File: config.mk
export PLATFORM = sky130hd
export DESIGN_NAME = uart_bus_master
export DESIGN_NICKNAME = d
export VERILOG_FILES = /design/src/rtl/uart_bus_master.sv
export SDC_FILE = /design/constraint.sdc
export NUM_CORES = 1
export LEC_CHECK = 0
export CELL_PAD_IN_SITES_DETAIL_PLACEMENT = 1
export CELL_PAD_IN_SITES_GLOBAL_PLACEMENT = 1
export CORE_MARGIN = 5
export CORE_UTILIZATION = 25
export DETAILED_ROUTE_END_ITERATION = 8
export HOLD_SLACK_MARGIN = 0.02
export PLACE_DENSITY_LB_ADDON = 0.08
export SLEW_MARGIN = 30
export SYNTH_ARGS = -nofsm -noshare
export SYNTH_HDL_FRONTEND = slang
export SYNTH_SLANG_ARGS = --single-unit
File: constraint.sdc
create_clock -name clk -period 4.1 [get_ports clk]
set_input_delay 0.82 -clock clk [delete_from_list [all_inputs] [get_ports clk]]
set_output_delay 0.82 -clock clk [all_outputs]
set_load 0.005 [all_outputs]
File: src/rtl/uart_bus_master.sv
// Purpose: UART command-frame parser that drives word read/write cycles on the CPU I/O bus and returns reply bytes.
// Latency: bus cycle starts 1 clk after the last frame byte (2-cycle BUS phase); the first reply byte loads 1 clk after that if the tx is idle.
// Backpressure: reply bytes stall on tx_busy; rx bytes arriving during BUS/SEND/TXWAIT are dropped and set sticky overrun.
// Optional: define BRIDGE_TIMEOUT_EN to abandon partial frames after TIMEOUT_CYCLES idle clocks.
module uart_bus_master #(
    parameter int unsigned TX_GUARD       = 2,
    parameter int unsigned TIMEOUT_CYCLES = 1000000
) (
    input  logic        clk,
    input  logic        reset,
    input  logic [7:0]  rx_data,
    input  logic        rx_valid,
    input  logic        tx_busy,
    output logic        tx_we,
    output logic [7:0]  tx_data,
    output logic        bus_req,
    output logic [1:0]  we,
    output logic [31:0] addr,
    output logic [31:0] wd,
    input  logic [31:0] rd,
    output logic        overrun
);

    localparam logic [7:0] CMD_W   = 8'h57;
    localparam logic [7:0] CMD_R   = 8'h52;
    localparam logic [7:0] RSP_OK  = 8'h4B;
    localparam logic [7:0] RSP_BAD = 8'h3F;

    typedef enum logic [2:0] {
        IDLE   = 3'd0,
        ADDR   = 3'd1,
        DATA   = 3'd2,
        BUS    = 3'd3,
        SEND   = 3'd4,
        TXWAIT = 3'd5
    } state_t;

    state_t      state;
    logic [1:0]  cnt;
    logic        is_write;
    logic        bus_phase;
    logic [31:0] reply_sr;
    logic [2:0]  reply_left;
    logic [7:0]  guard;
    logic        timeout_hit;
    logic        in_frame;

    assign in_frame = (state == ADDR) || (state == DATA);

`ifdef BRIDGE_TIMEOUT_EN
    logic [31:0] to_cnt;

    // Idle-cycle counter inside a partial frame; reloads on every received byte.
    always_ff @(posedge clk or negedge reset) begin
        if (!reset) begin
            to_cnt <= 32'd0;
        end else if (rx_valid || !in_frame) begin
            to_cnt <= 32'd0;
        end else begin
            to_cnt <= to_cnt + 32'd1;
        end
    end

    assign timeout_hit = in_frame && !rx_valid && (to_cnt == 32'(TIMEOUT_CYCLES - 1));
`else
    // Timeout disabled: a partial frame waits forever; the parameter has no effect.
    assign timeout_hit = in_frame && 1'b0 && (TIMEOUT_CYCLES == 0);
`endif

    // Frame parser, bus sequencer and reply transmitter.
    always_ff @(posedge clk or negedge reset) begin
        if (!reset) begin
            state      <= IDLE;
            cnt        <= 2'd0;
            is_write   <= 1'b0;
            bus_phase  <= 1'b0;
            reply_sr   <= 32'd0;
            reply_left <= 3'd0;
            guard      <= 8'd0;
            tx_we      <= 1'b0;
            tx_data    <= 8'd0;
            bus_req    <= 1'b0;
            we         <= 2'b00;
            addr       <= 32'd0;
            wd         <= 32'd0;
            overrun    <= 1'b0;
        end else begin
            tx_we <= 1'b0;
            if (rx_valid && (state == BUS || state == SEND || state == TXWAIT)) begin
                overrun <= 1'b1;
            end
            case (state)
                IDLE: begin
                    if (rx_valid) begin
                        cnt <= 2'd0;
                        if (rx_data == CMD_W) begin
                            is_write <= 1'b1;
                            state    <= ADDR;
                        end else if (rx_data == CMD_R) begin
                            is_write <= 1'b0;
                            state    <= ADDR;
                        end else begin
                            reply_sr   <= {24'd0, RSP_BAD};
                            reply_left <= 3'd1;
                            state      <= SEND;
                        end
                    end
                end
                ADDR: begin
                    if (timeout_hit) begin
                        state <= IDLE;
                    end else if (rx_valid) begin
                        // LSB-first bytes shifted in from the top land in order after four bytes.
                        addr <= {rx_data, addr[31:8]};
                        cnt  <= cnt + 2'd1;
                        if (cnt == 2'd3) begin
                            if (is_write) begin
                                state <= DATA;
                            end else begin
                                state     <= BUS;
                                bus_req   <= 1'b1;
                                we        <= 2'b00;
                                bus_phase <= 1'b0;
                            end
                        end
                    end
                end
                DATA: begin
                    if (timeout_hit) begin
                        state <= IDLE;
                    end else if (rx_valid) begin
                        wd  <= {rx_data, wd[31:8]};
                        cnt <= cnt + 2'd1;
                        if (cnt == 2'd3) begin
                            state     <= BUS;
                            bus_req   <= 1'b1;
                            we        <= 2'b11;
                            bus_phase <= 1'b0;
                        end
                    end
                end
                BUS: begin
                    if (!bus_phase) begin
                        bus_phase <= 1'b1;
                        we        <= 2'b00;
                    end else begin
                        // End of second bus cycle: rd is still driven from the held addr.
                        bus_req <= 1'b0;
                        we      <= 2'b00;
                        state   <= SEND;
                        if (is_write) begin
                            reply_sr   <= {24'd0, RSP_OK};
                            reply_left <= 3'd1;
                        end else begin
                            reply_sr   <= rd;
                            reply_left <= 3'd4;
                        end
                    end
                end
                SEND: begin
                    if (!tx_busy) begin
                        tx_we      <= 1'b1;
                        tx_data    <= reply_sr[7:0];
                        reply_sr   <= {8'd0, reply_sr[31:8]};
                        reply_left <= reply_left - 3'd1;
                        guard      <= 8'(TX_GUARD);
                        state      <= TXWAIT;
                    end
                end
                TXWAIT: begin
                    // tx_busy lags the load pulse, so ignore it for TX_GUARD cycles.
                    if (guard != 8'd0) begin
                        guard <= guard - 8'd1;
                    end else if (!tx_busy) begin
                        state <= (reply_left == 3'd0) ? IDLE : SEND;
                    end
                end
                default: state <= IDLE;
            endcase
        end
    end

endmodule

==> flow_metrics.py, run 1 <==
metrics = {
    "clocking": {
        "path_clk_slew_ns": 0.06,
        "holdBufCountCts": 0,
        "cts_htree_levels": 4,
        "post_cts_resized": 0,
        "cts_setup_buffers": 0,
        "cts_root_buf": "clkbuf_16",
        "clock_sinks": 126,
        "insertion_delay_ns": 0.42,
        "clk_path_buf_depth": 2,
        "cts_tree": "yes",
        "cts-buffers-inserted": 17,
    },
    "outcome": {
        "status": "finished, final reports clean",
    },
    "detailed_routing": {
        "first_pass_iters": 4,
        "num_vias": 3859,
        "avgViaCountPerCell": 4.556,
        "drc_errors": 0,
        "post_drt_wl_per_cell_um": 17.25,
        "drtIter0Drc": 161,
        "ant_nets": 0,
        "drt_wl_total_mm": 14.61,
    },
    "critical_path": {
        "path_common_cell": "buf_4",
        "slowest_delay_ns": 0.45,
        "crit_family": "buffers and inverters",
        "required_ns": 4.39,
        "cp_max_fo": 35,
        "criticalPathCategory": "input port to flop",
        "startpoint_type": "input port",
        "cp.arrival_ns": 3.13,
        "crit_slowest_cell": "clkdlybuf4s50_1",
        "cp-end-kind": "flop",
        "crit_chain": "clkdlybuf4s50_1 -> nand4bb_1 -> nor4_1 -> buf_4 -> or2_1 -> buf_4 -> mux2_2",
        "cp.buffers_inverters": 3,
    },
    "die": {
        "coreArea_mm2": 0.02196,
        "start_util_pct": 25.60,
        "die_x_um": 160.0,
        "num_rows": 54,
        "io_pins": 121,
        "die_h_um": 160.0,
        "die_area_mm2": 0.02559,
    },
    "power": {
        "peakVddDrop_uv": 271.8,
        "p_per_area_mw_per_mm2": 620.5,
        "leakagePower_nw": 3.345,
        "p_total_w": 0.004775,
    },
    "synthesis": {
        "synth_common_cells": "126 x dfrtp_1, 77 x mux2_2, 30 x o21ai_0, 17 x a22o_1, 16 x mux2_4",
        "synth_ff_type": "dfrtp_1",
        "synth_cell_types": 56,
        "yosys_register_bits": 126,
        "avgSynthCellArea_um2": 12.92,
        "netlist_area_mm2": 0.005622,
        "syn_inst": 435,
        "async_flop_share_pct": 100.0,
        "ys_seq_area_share_pct": 56.09,
        "yosysTopAreaCell": "dfrtp_1",
        "synth_top_cell_area_share_pct": 56.09,
        "synth_edf_count": 0,
        "yosysWarnings": 0,
        "synth_area_leaders": "dfrtp_1 56%, mux2_2 15%, mux2_4 4.3%, o21ai_0 2.7%, a22o_1 2.6%",
        "synth_most_common_cell": "dfrtp_1",
        "syn_nets": 484,
    },
    "place": {
        "hpwl_mm": 10.23,
        "gp_congestion": 0.7074,
        "place_ws_ns": 0.7834,
        "portBuffers": 120,
    },
    "global_routing": {
        "grt_pass1_wl_mm": 23.96,
        "grt_usage_pct": 11.69,
        "grt_remaining_overflow": 0,
        "grt_max_degree": 87,
        "antenna_found_initial": 0,
        "grt_pass1_vias": 4189,
    },
    "layout": {
        "nets": 603,
        "area_delta_synth_final_pct": 36.88,
        "drive_gt1_share_pct": 25.57,
        "antenna_cells": 0,
    },
    "timing": {
        "max_freq_mhz": 352.3,
        "slew_headroom_pct": 44.85,
        "rsz0062_at_grt": "no",
        "skew_ns": 0.007760,
        "period_needed_ns": 2.838,
        "hold_viol": 0,
        "setup_ws_ns": 1.262,
        "setup-violations-final": 0,
        "worst_pin_slew_ns": 0.8273,
        "whs_ns": 0.4624,
        "fin_crit_sh_pct": 69.23,
        "drv_slew": 0,
        "tns_ns": 0,
    },
    "flow_run": {
        "maxCapViolations": 0,
    },
    "min_path": {
        "hp-class": "input port to asynchronous set/reset pin",
    },
}
[metrics by stage]
| step | instances | cell area, um^2 | utilization, % |
|---|---|---|---|
| 6_report | 847 | 7695 | 35.04 |
| 5_1_grt | 847 | 7695 | 35.04 |
| 4_1_cts | 847 | 7695 | 35.04 |
| 3_5_place_dp | 815 | 7111 | 32.38 |
| 3_3_place_gp | 814 | 7099 | 32.33 |
| 2_1_floorplan | 435 | 5622 | - |
[cell families after synthesis]
| family | count (synthesis) | synth area share (%) |
|---|---|---|
| mux | 95 | 20.05 |
| xor+xnor | 5 | 0.7790 |
| fa+ha+maj | 5 | 1.113 |
| compound gates | 90 | 10.66 |
| simple gates | 73 | 7.479 |
| flops | 126 | 56.09 |
| buf+inv | 41 | 3.828 |
[flip-flops by register name, indices dropped and copies added, names as in the netlist, 2 cells and up]
signal,count
addr,32
cnt,2
guard,8
reply_left,3
reply_sr,32
state,3
tx_data,8
wd,32
[worst paths after layout]
kind                                endpoint  slack (ns)  startpoint  cells after the start
worst min register to register       overrun        0.48     overrun                      1
min in group clk                     overrun        0.48     overrun                      1
worst max-delay path             reply_sr[6]        1.26  rx_data[7]                      7
worst max register to register   reply_sr[6]        1.54    state[1]                      5
worst min-delay path            reply_sr[23]        0.46       reset                      1
max in group asynchronous             wd[25]        2.76       reset                      2
[layout make-up]
class	instances	area, um^2
Timing Repair Buffer	129	1274
Sequential cell	126	3153
Tap cell	280	350.3
Multi-Input combinational cell	268	2288
Clock inverter	14	145.1
Inverter	12	45.04
Fill cell	2343	14260
Clock buffer	18	439.2
[report_power, final]
group | internal (W) | switching [W]
logic | 0.000847 | 0.000593
clock network | 0.000874 | 0.000628
registers | 0.00156 | 0.000274
total | 0.00328 | 0.00150
[layer usage]
layer,share of wire [%],up-vias,global-route usage [%],wire length [um]
li1,-,1829,-,-
met1,48,1942,15.74,6966
met2,48,70,18.19,6944
met3,3.2,18,2.758,474
met4,1.5,0,4.693,226
met5,0,-,0,0
[cells in the final DEF (no fill, tap or decap), drive strengths merged, types with 3 or more instances in the layout]
| master | netlist | routed |
|---|---|---|
| dfrtp | 126 | 126 |
| clkdlybuf4s50 | 0 | 119 |
| mux2 | 93 | 93 |
| o21ai | 32 | 32 |
| inv | 12 | 21 |
| clkbuf | 11 | 18 |
| a22o | 17 | 17 |
| nand2 | 14 | 14 |
| nor2 | 13 | 13 |
| a21oi | 12 | 12 |
| buf | 18 | 10 |
| nor3 | 8 | 8 |
| xor2 | 5 | 5 |
| nand2b | 5 | 5 |
| ha | 5 | 5 |
| o22ai | 4 | 4 |
| nor4 | 4 | 4 |
| o31ai | 4 | 4 |
| clkinv | 0 | 4 |
| nor2b | 3 | 3 |
| o32a | 3 | 3 |
| or3 | 3 | 3 |
| and3b | 3 | 3 |
| nor3b | 3 | 3 |
(Power assumes the default switching activity.)
==> run 2: changes to the inputs <==
==> constraint.sdc (replaced) <==
create_clock -name clk -period 2.7 [get_ports clk]
set_input_delay 0.54 -clock clk [delete_from_list [all_inputs] [get_ports clk]]
set_output_delay 0.54 -clock clk [all_outputs]
set_load 0.005 [all_outputs]
==> run 2 against run 1 <==
  * Register-to-register slack got worse by 1.1 ns
  * Clock power rose by 53%
  * Power rose by 55%
  * Largest power group unchanged
  * Clock skew rose by 0.0011 ns
  * Highest routed layer unchanged
  * Combinational power rose by 62%
  * Critical path depth fell by 1
==> flow_metrics.py, run 2 (synthesis results as in run 1) <==
metrics = {
    "global_routing": {
        "antenna_found_initial": 0,
        "grt.busiest_layer": "met2",
        "grt_pass1_vias": 4308,
        "globalRouteMet3Util_pct": 2.887,
        "grt_remaining_overflow": 0,
        "grt_pass1_wl_mm": 24.49,
        "grt_usage_pct": 11.99,
        "grt_max_degree": 45,
        "grtUsageMet1_pct": 15.61,
        "gr-usage-met2_pct": 19.23,
    },
    "timing": {
        "worst_pin_slew_ns": 0.5272,
        "fin_crit_sh_pct": 82.99,
        "rsz0062_at_grt": "no",
        "period_needed_ns": 2.241,
        "max_freq_mhz": 446.3,
        "skew_ns": 0.008859,
        "setup-violations-final": 0,
        "tns_ns": 0,
        "drv_slew": 0,
        "hold_viol": 0,
        "slew_headroom_pct": 64.36,
    },
    "detailed_routing": {
        "drtIter0Drc": 139,
        "ant_nets": 0,
        "num_vias": 3966,
        "avgViaCountPerCell": 4.601,
        "first_pass_iters": 5,
        "drt_wl_total_mm": 15.14,
        "post_drt_wl_per_cell_um": 17.56,
        "drc_errors": 0,
    },
    "layout": {
        "top_regs": "addr x32, reply_sr x32, wd x32",
        "area_delta_synth_final_pct": 39.77,
        "final_common_cell": "dfrtp_1",
        "nets": 618,
        "fill_cells": 2313,
        "final_cell_mix": "126 x dfrtp_1, 119 x clkdlybuf4s50_1, 77 x mux2_2",
        "final_core_util_pct": 35.78,
        "drive_gt1_share_pct": 27.32,
        "antenna_cells": 0,
    },
    "critical_path": {
        "cp-end-kind": "flop",
        "regToRegSetupSlack_ns": 0.46,
        "r2r_cells": 6,
        "criticalPathCategory": "flop to flop",
        "reg2reg_to": "state[2]",
        "slowest_delay_ns": 0.45,
        "cp.arrival_ns": 2.54,
        "startpoint_type": "flop",
        "required_ns": 3.00,
        "crit_slowest_cell": "nor4b_1",
        "crit_chain": "inv_1 -> ha_1 -> nor4b_1 -> a21boi_0 -> or3_1 -> a211o_1",
        "reg2reg_from": "guard[0]",
        "cp_max_fo": 5,
    },
    "clocking": {
        "path_clk_slew_ns": 0.06,
        "cts_root_buf": "clkbuf_16",
        "cts_setup_buffers": 0,
        "cts_htree_levels": 4,
        "clk_path_buf_depth": 2,
        "cts_tree": "yes",
        "post_cts_resized": 0,
        "clock_sinks": 126,
        "cts-buffers-inserted": 17,
        "holdBufCountCts": 0,
        "insertion_delay_ns": 0.42,
    },
    "power": {
        "leakagePower_nw": 3.417,
        "p_per_area_mw_per_mm2": 941.9,
        "peakVddDrop_uv": 413.3,
    },
    "place": {
        "portBuffers": 120,
        "hpwl_mm": 10.75,
        "gp_congestion": 0.7816,
    },
    "die": {
        "io_pins": 121,
        "num_rows": 54,
        "die_h_um": 160.0,
        "die_area_mm2": 0.02559,
        "coreArea_mm2": 0.02196,
        "start_util_pct": 25.60,
        "die_x_um": 160.0,
    },
    "flow_run": {
        "maxCapViolations": 0,
    },
    "outcome": {
        "status": "finished, final reports clean",
    },
    "min_path": {
        "hp-class": "input port to asynchronous set/reset pin",
    },
}
[run 2: cell count changes in the layout (fill, tap and decap cells not counted), sizes merged]
cell / before / now
buf: 10 / 25
clkinvlp: 0 / 4
inv: 21 / 18
clkinv: 4 / 2
bufinv: 1 / 2
[run 2: worst max path at each step]
stage,startpoint,to,slack [ns],depth (start not counted)
2_1_floorplan,rx_data[7],reply_sr[0],0.71,6
3_3_place_gp,rx_data[7],reply_sr[10],0.11,6
3_5_place_dp,rx_data[5],reply_sr[6],0.08,6
4_1_cts,guard[0],state[2],0.44,6
5_1_grt,guard[0],state[2],0.21,6
6_report,guard[0],state[2],0.46,6
[run 2: where the power goes]
group | internal [W] | switching [W]
clock network | 0.00138 | 0.000918
registers | 0.00237 | 0.000398
logic | 0.00137 | 0.000967
total | 0.00512 | 0.00228
[run 2: area by class of cell]
type                    instances  area, um^2  area share, %
flip-flops and latches        126        3153          40.13
repair buffers                144        1433          18.23
clock inverters                14       158.9          2.022
inverters                      12       45.04         0.5732
multi-input cells             268        2288          29.12
well taps                     280       350.3          4.459
clock buffers                  18       429.2          5.462
[run 2: worst max-delay path: cells and delay by family, from the launching register on]
family,cells,cell delay (ns)
AOI/OAI and AO/OA,2,0.51
DFF,1,0.39
buffers and inverters,1,0.16
adders and majority gates,1,0.18
and+or+nand+nor,2,0.88
[run 2: per-layer routing]
layer | share of wire (%) | up-vias
li1 | - | 1849
met1 | 47 | 2030
met2 | 48 | 70
met3 | 3.3 | 17
met4 | 2.0 | 0
met5 | 0 | -
[run 2: stage by stage]
step	instances	worst slack [ns]	power (W)	instance area (um^2)	hold WS (ns)
2_1_floorplan	435	0.7109	0.003935	5622	0.2444
6_report	862	0.4593	0.007401	7858	0.04772
5_1_grt	862	0.2129	0.007842	7858	0.07979
3_5_place_dp	830	0.08390	0.005187	7269	0.4573
3_3_place_gp	830	0.1112	0.005143	7269	0.4496
4_1_cts	862	0.4444	0.007544	7858	0.05855
==> run 3: changes to the inputs <==
==> constraint.sdc (replaced) <==
create_clock -name clk -period 1.8 [get_ports clk]
set_input_delay 0.36 -clock clk [delete_from_list [all_inputs] [get_ports clk]]
set_output_delay 0.36 -clock clk [all_outputs]
set_load 0.005 [all_outputs]
==> run 3 against run 2 <==
  * Fmax rose by 23%
  * Register-to-register slack got worse by 0.49 ns
  * Via count rose by 3.7%
  * Clock skew rose by 0.0071 ns
  * Design area rose by 8.7%
  * Sequential share of layout area fell by 3.2 points
  * Sequential cell count did not move
  * Clock power rose by 60%
  * Sequential power rose by 47%
  * The flow now finishes with violations (negative setup slack)
==> flow_metrics.py, run 3 (synthesis results as in run 1) <==
metrics = {
    "outcome": {
        "status": "finished with violations",
        "violations": "negative setup slack",
    },
    "place": {
        "portBuffers": 120,
        "gp_congestion": 0.7240,
        "place_ws_ns": -0.5672,
        "dpl_cell_area_mm2": 0.007641,
        "hpwl_mm": 11.67,
    },
    "layout": {
        "nets": 667,
        "final_common_cell": "dfrtp_1",
        "finalInstanceArea_mm2": 0.008541,
        "final_core_util_pct": 38.89,
        "fill_cells": 2326,
        "final_cell_mix": "125 x dfrtp_1, 114 x clkdlybuf4s50_1, 77 x mux2_2",
        "drive_gt1_share_pct": 36.83,
        "regArea_mm2": 0.003154,
        "area_delta_synth_final_pct": 51.93,
        "multi_input_area_mm2": 0.002440,
        "top_regs": "addr x32, reply_sr x32, wd x32",
        "antenna_cells": 0,
    },
    "critical_path": {
        "reg2reg_from": "state[0]",
        "reg2reg_to": "reply_sr[20]",
        "crit_start": "state[0]",
        "cp_max_fo": 10,
        "r2r_cells": 5,
        "cp-endpoint": "reply_sr[20]",
        "required_ns": 2.10,
        "startpoint_type": "flop",
        "criticalPathCategory": "flop to flop",
        "regToRegSetupSlack_ns": -0.03,
        "cp.arrival_ns": 2.13,
        "cp-end-kind": "flop",
    },
    "die": {
        "coreArea_mm2": 0.02196,
        "die_x_um": 160.0,
        "io_pins": 121,
        "die_area_mm2": 0.02559,
        "die_h_um": 160.0,
        "start_util_pct": 25.60,
        "num_rows": 54,
    },
    "detailed_routing": {
        "num_vias": 4111,
        "drt_wl_total_mm": 16.05,
        "first_pass_iters": 4,
        "post_drt_wl_per_cell_um": 17.64,
        "drtIter0Drc": 136,
        "avgViaCountPerCell": 4.518,
        "drc_errors": 0,
        "ant_nets": 0,
    },
    "timing": {
        "skew_ns": 0.01600,
        "drv_slew": 0,
        "worst_pin_slew_ns": 0.3862,
        "hold_viol": 0,
        "rsz0062_at_grt": "yes",
        "fin_crit_sh_pct": 101.5,
        "period_needed_ns": 1.827,
        "setup-violations-final": 13,
        "max_freq_mhz": 547.2,
        "setup_ws_ns": -0.02743,
        "slew_headroom_pct": 74.26,
    },
    "min_path": {
        "hp-start": "rx_data[7]",
        "hp-class": "input port to flop",
    },
    "global_routing": {
        "grt_pass1_vias": 4637,
        "grt_max_degree": 39,
        "grt_usage_pct": 12.70,
        "antenna_found_initial": 0,
        "grt_pass1_wl_mm": 26.11,
        "grt_remaining_overflow": 0,
    },
    "flow_run": {
        "maxCapViolations": 0,
    },
    "power": {
        "p_per_area_mw_per_mm2": 1429,
        "leakagePower_nw": 3.793,
        "peakVddDrop_uv": 590.3,
    },
    "clocking": {
        "cts_htree_levels": 4,
        "insertion_delay_ns": 0.42,
        "clock_sinks": 126,
        "cts-buffers-inserted": 17,
        "cts_tree": "yes",
        "path_clk_slew_ns": 0.06,
        "clk_path_buf_depth": 2,
        "cts_root_buf": "clkbuf_16",
    },
}
run 3: worst max-delay path: stages (launching register included):
cell,delay [ns]
dfrtp_1,0.42
or2_4,0.27
o31a_1,0.26
or2_4,0.28
clkbuf_16,0.19
mux2_4,0.30
run 3: stage by stage:
stage	std cells	power [W]	hold WS [ns]	TNS [ns]
floorplan	435	0.005955	0.06441	-1.476
global placement	870	0.008161	0.2952	-47.04
detailed placement	870	0.008265	0.3021	-47.25
CTS	904	0.01221	0.3969	-0.1059
global route	910	0.01295	0.3360	-1.443
finish	910	0.01220	0.3420	-0.1894
run 3: repair_timing:
item                                   CTS  global route
resized for setup                       22            24
pin swaps                                5             6
setup buffers                            2             4
gates cloned                             0             2
endpoints found under the hold margin   34             0
hold buffers                             1             0
setup endpoints to repair              110            39
run 3: routing by layer:
metal / GRT usage, % / up-vias / wire, um / part of all wire (%)
met1: 16.31 / 2091 / 7112 / 44
li1: - / 1945 / - / -
met4: 2.346 / 0 / 93 / 0.58
met5: 0 / - / 0 / 0
met3: 3.428 / 6 / 562 / 3.5
met2: 21.73 / 69 / 8280 / 52
run 3: power breakdown:
part           switching (W)  total, W  internal [W]  leakage (nW)
clock                0.00129   0.00368       0.00239         0.302
combinational        0.00177   0.00444       0.00267          1.86
sequential          0.000523   0.00408       0.00356          1.63
run 3: cell type report:
cell class	instances	area share, %
Timing Repair Buffer	193	22.43
Inverter	12	0.5274
Sequential cell	126	36.93
Tap cell	280	4.102
Clock inverter	12	2.139
Multi-Input combinational cell	268	28.57
Clock buffer	19	5.303
run 3: how the worst min path moves through the flow:
stage | end | slack [ns] | cells after the start
after floorplan | addr[0] | 0.06 | 0
after global placement | reply_sr[23] | 0.30 | 1
after detailed placement | reply_sr[31] | 0.30 | 1
after CTS | overrun | 0.40 | 2
after global routing | addr[31] | 0.34 | 3
final | addr[31] | 0.34 | 3
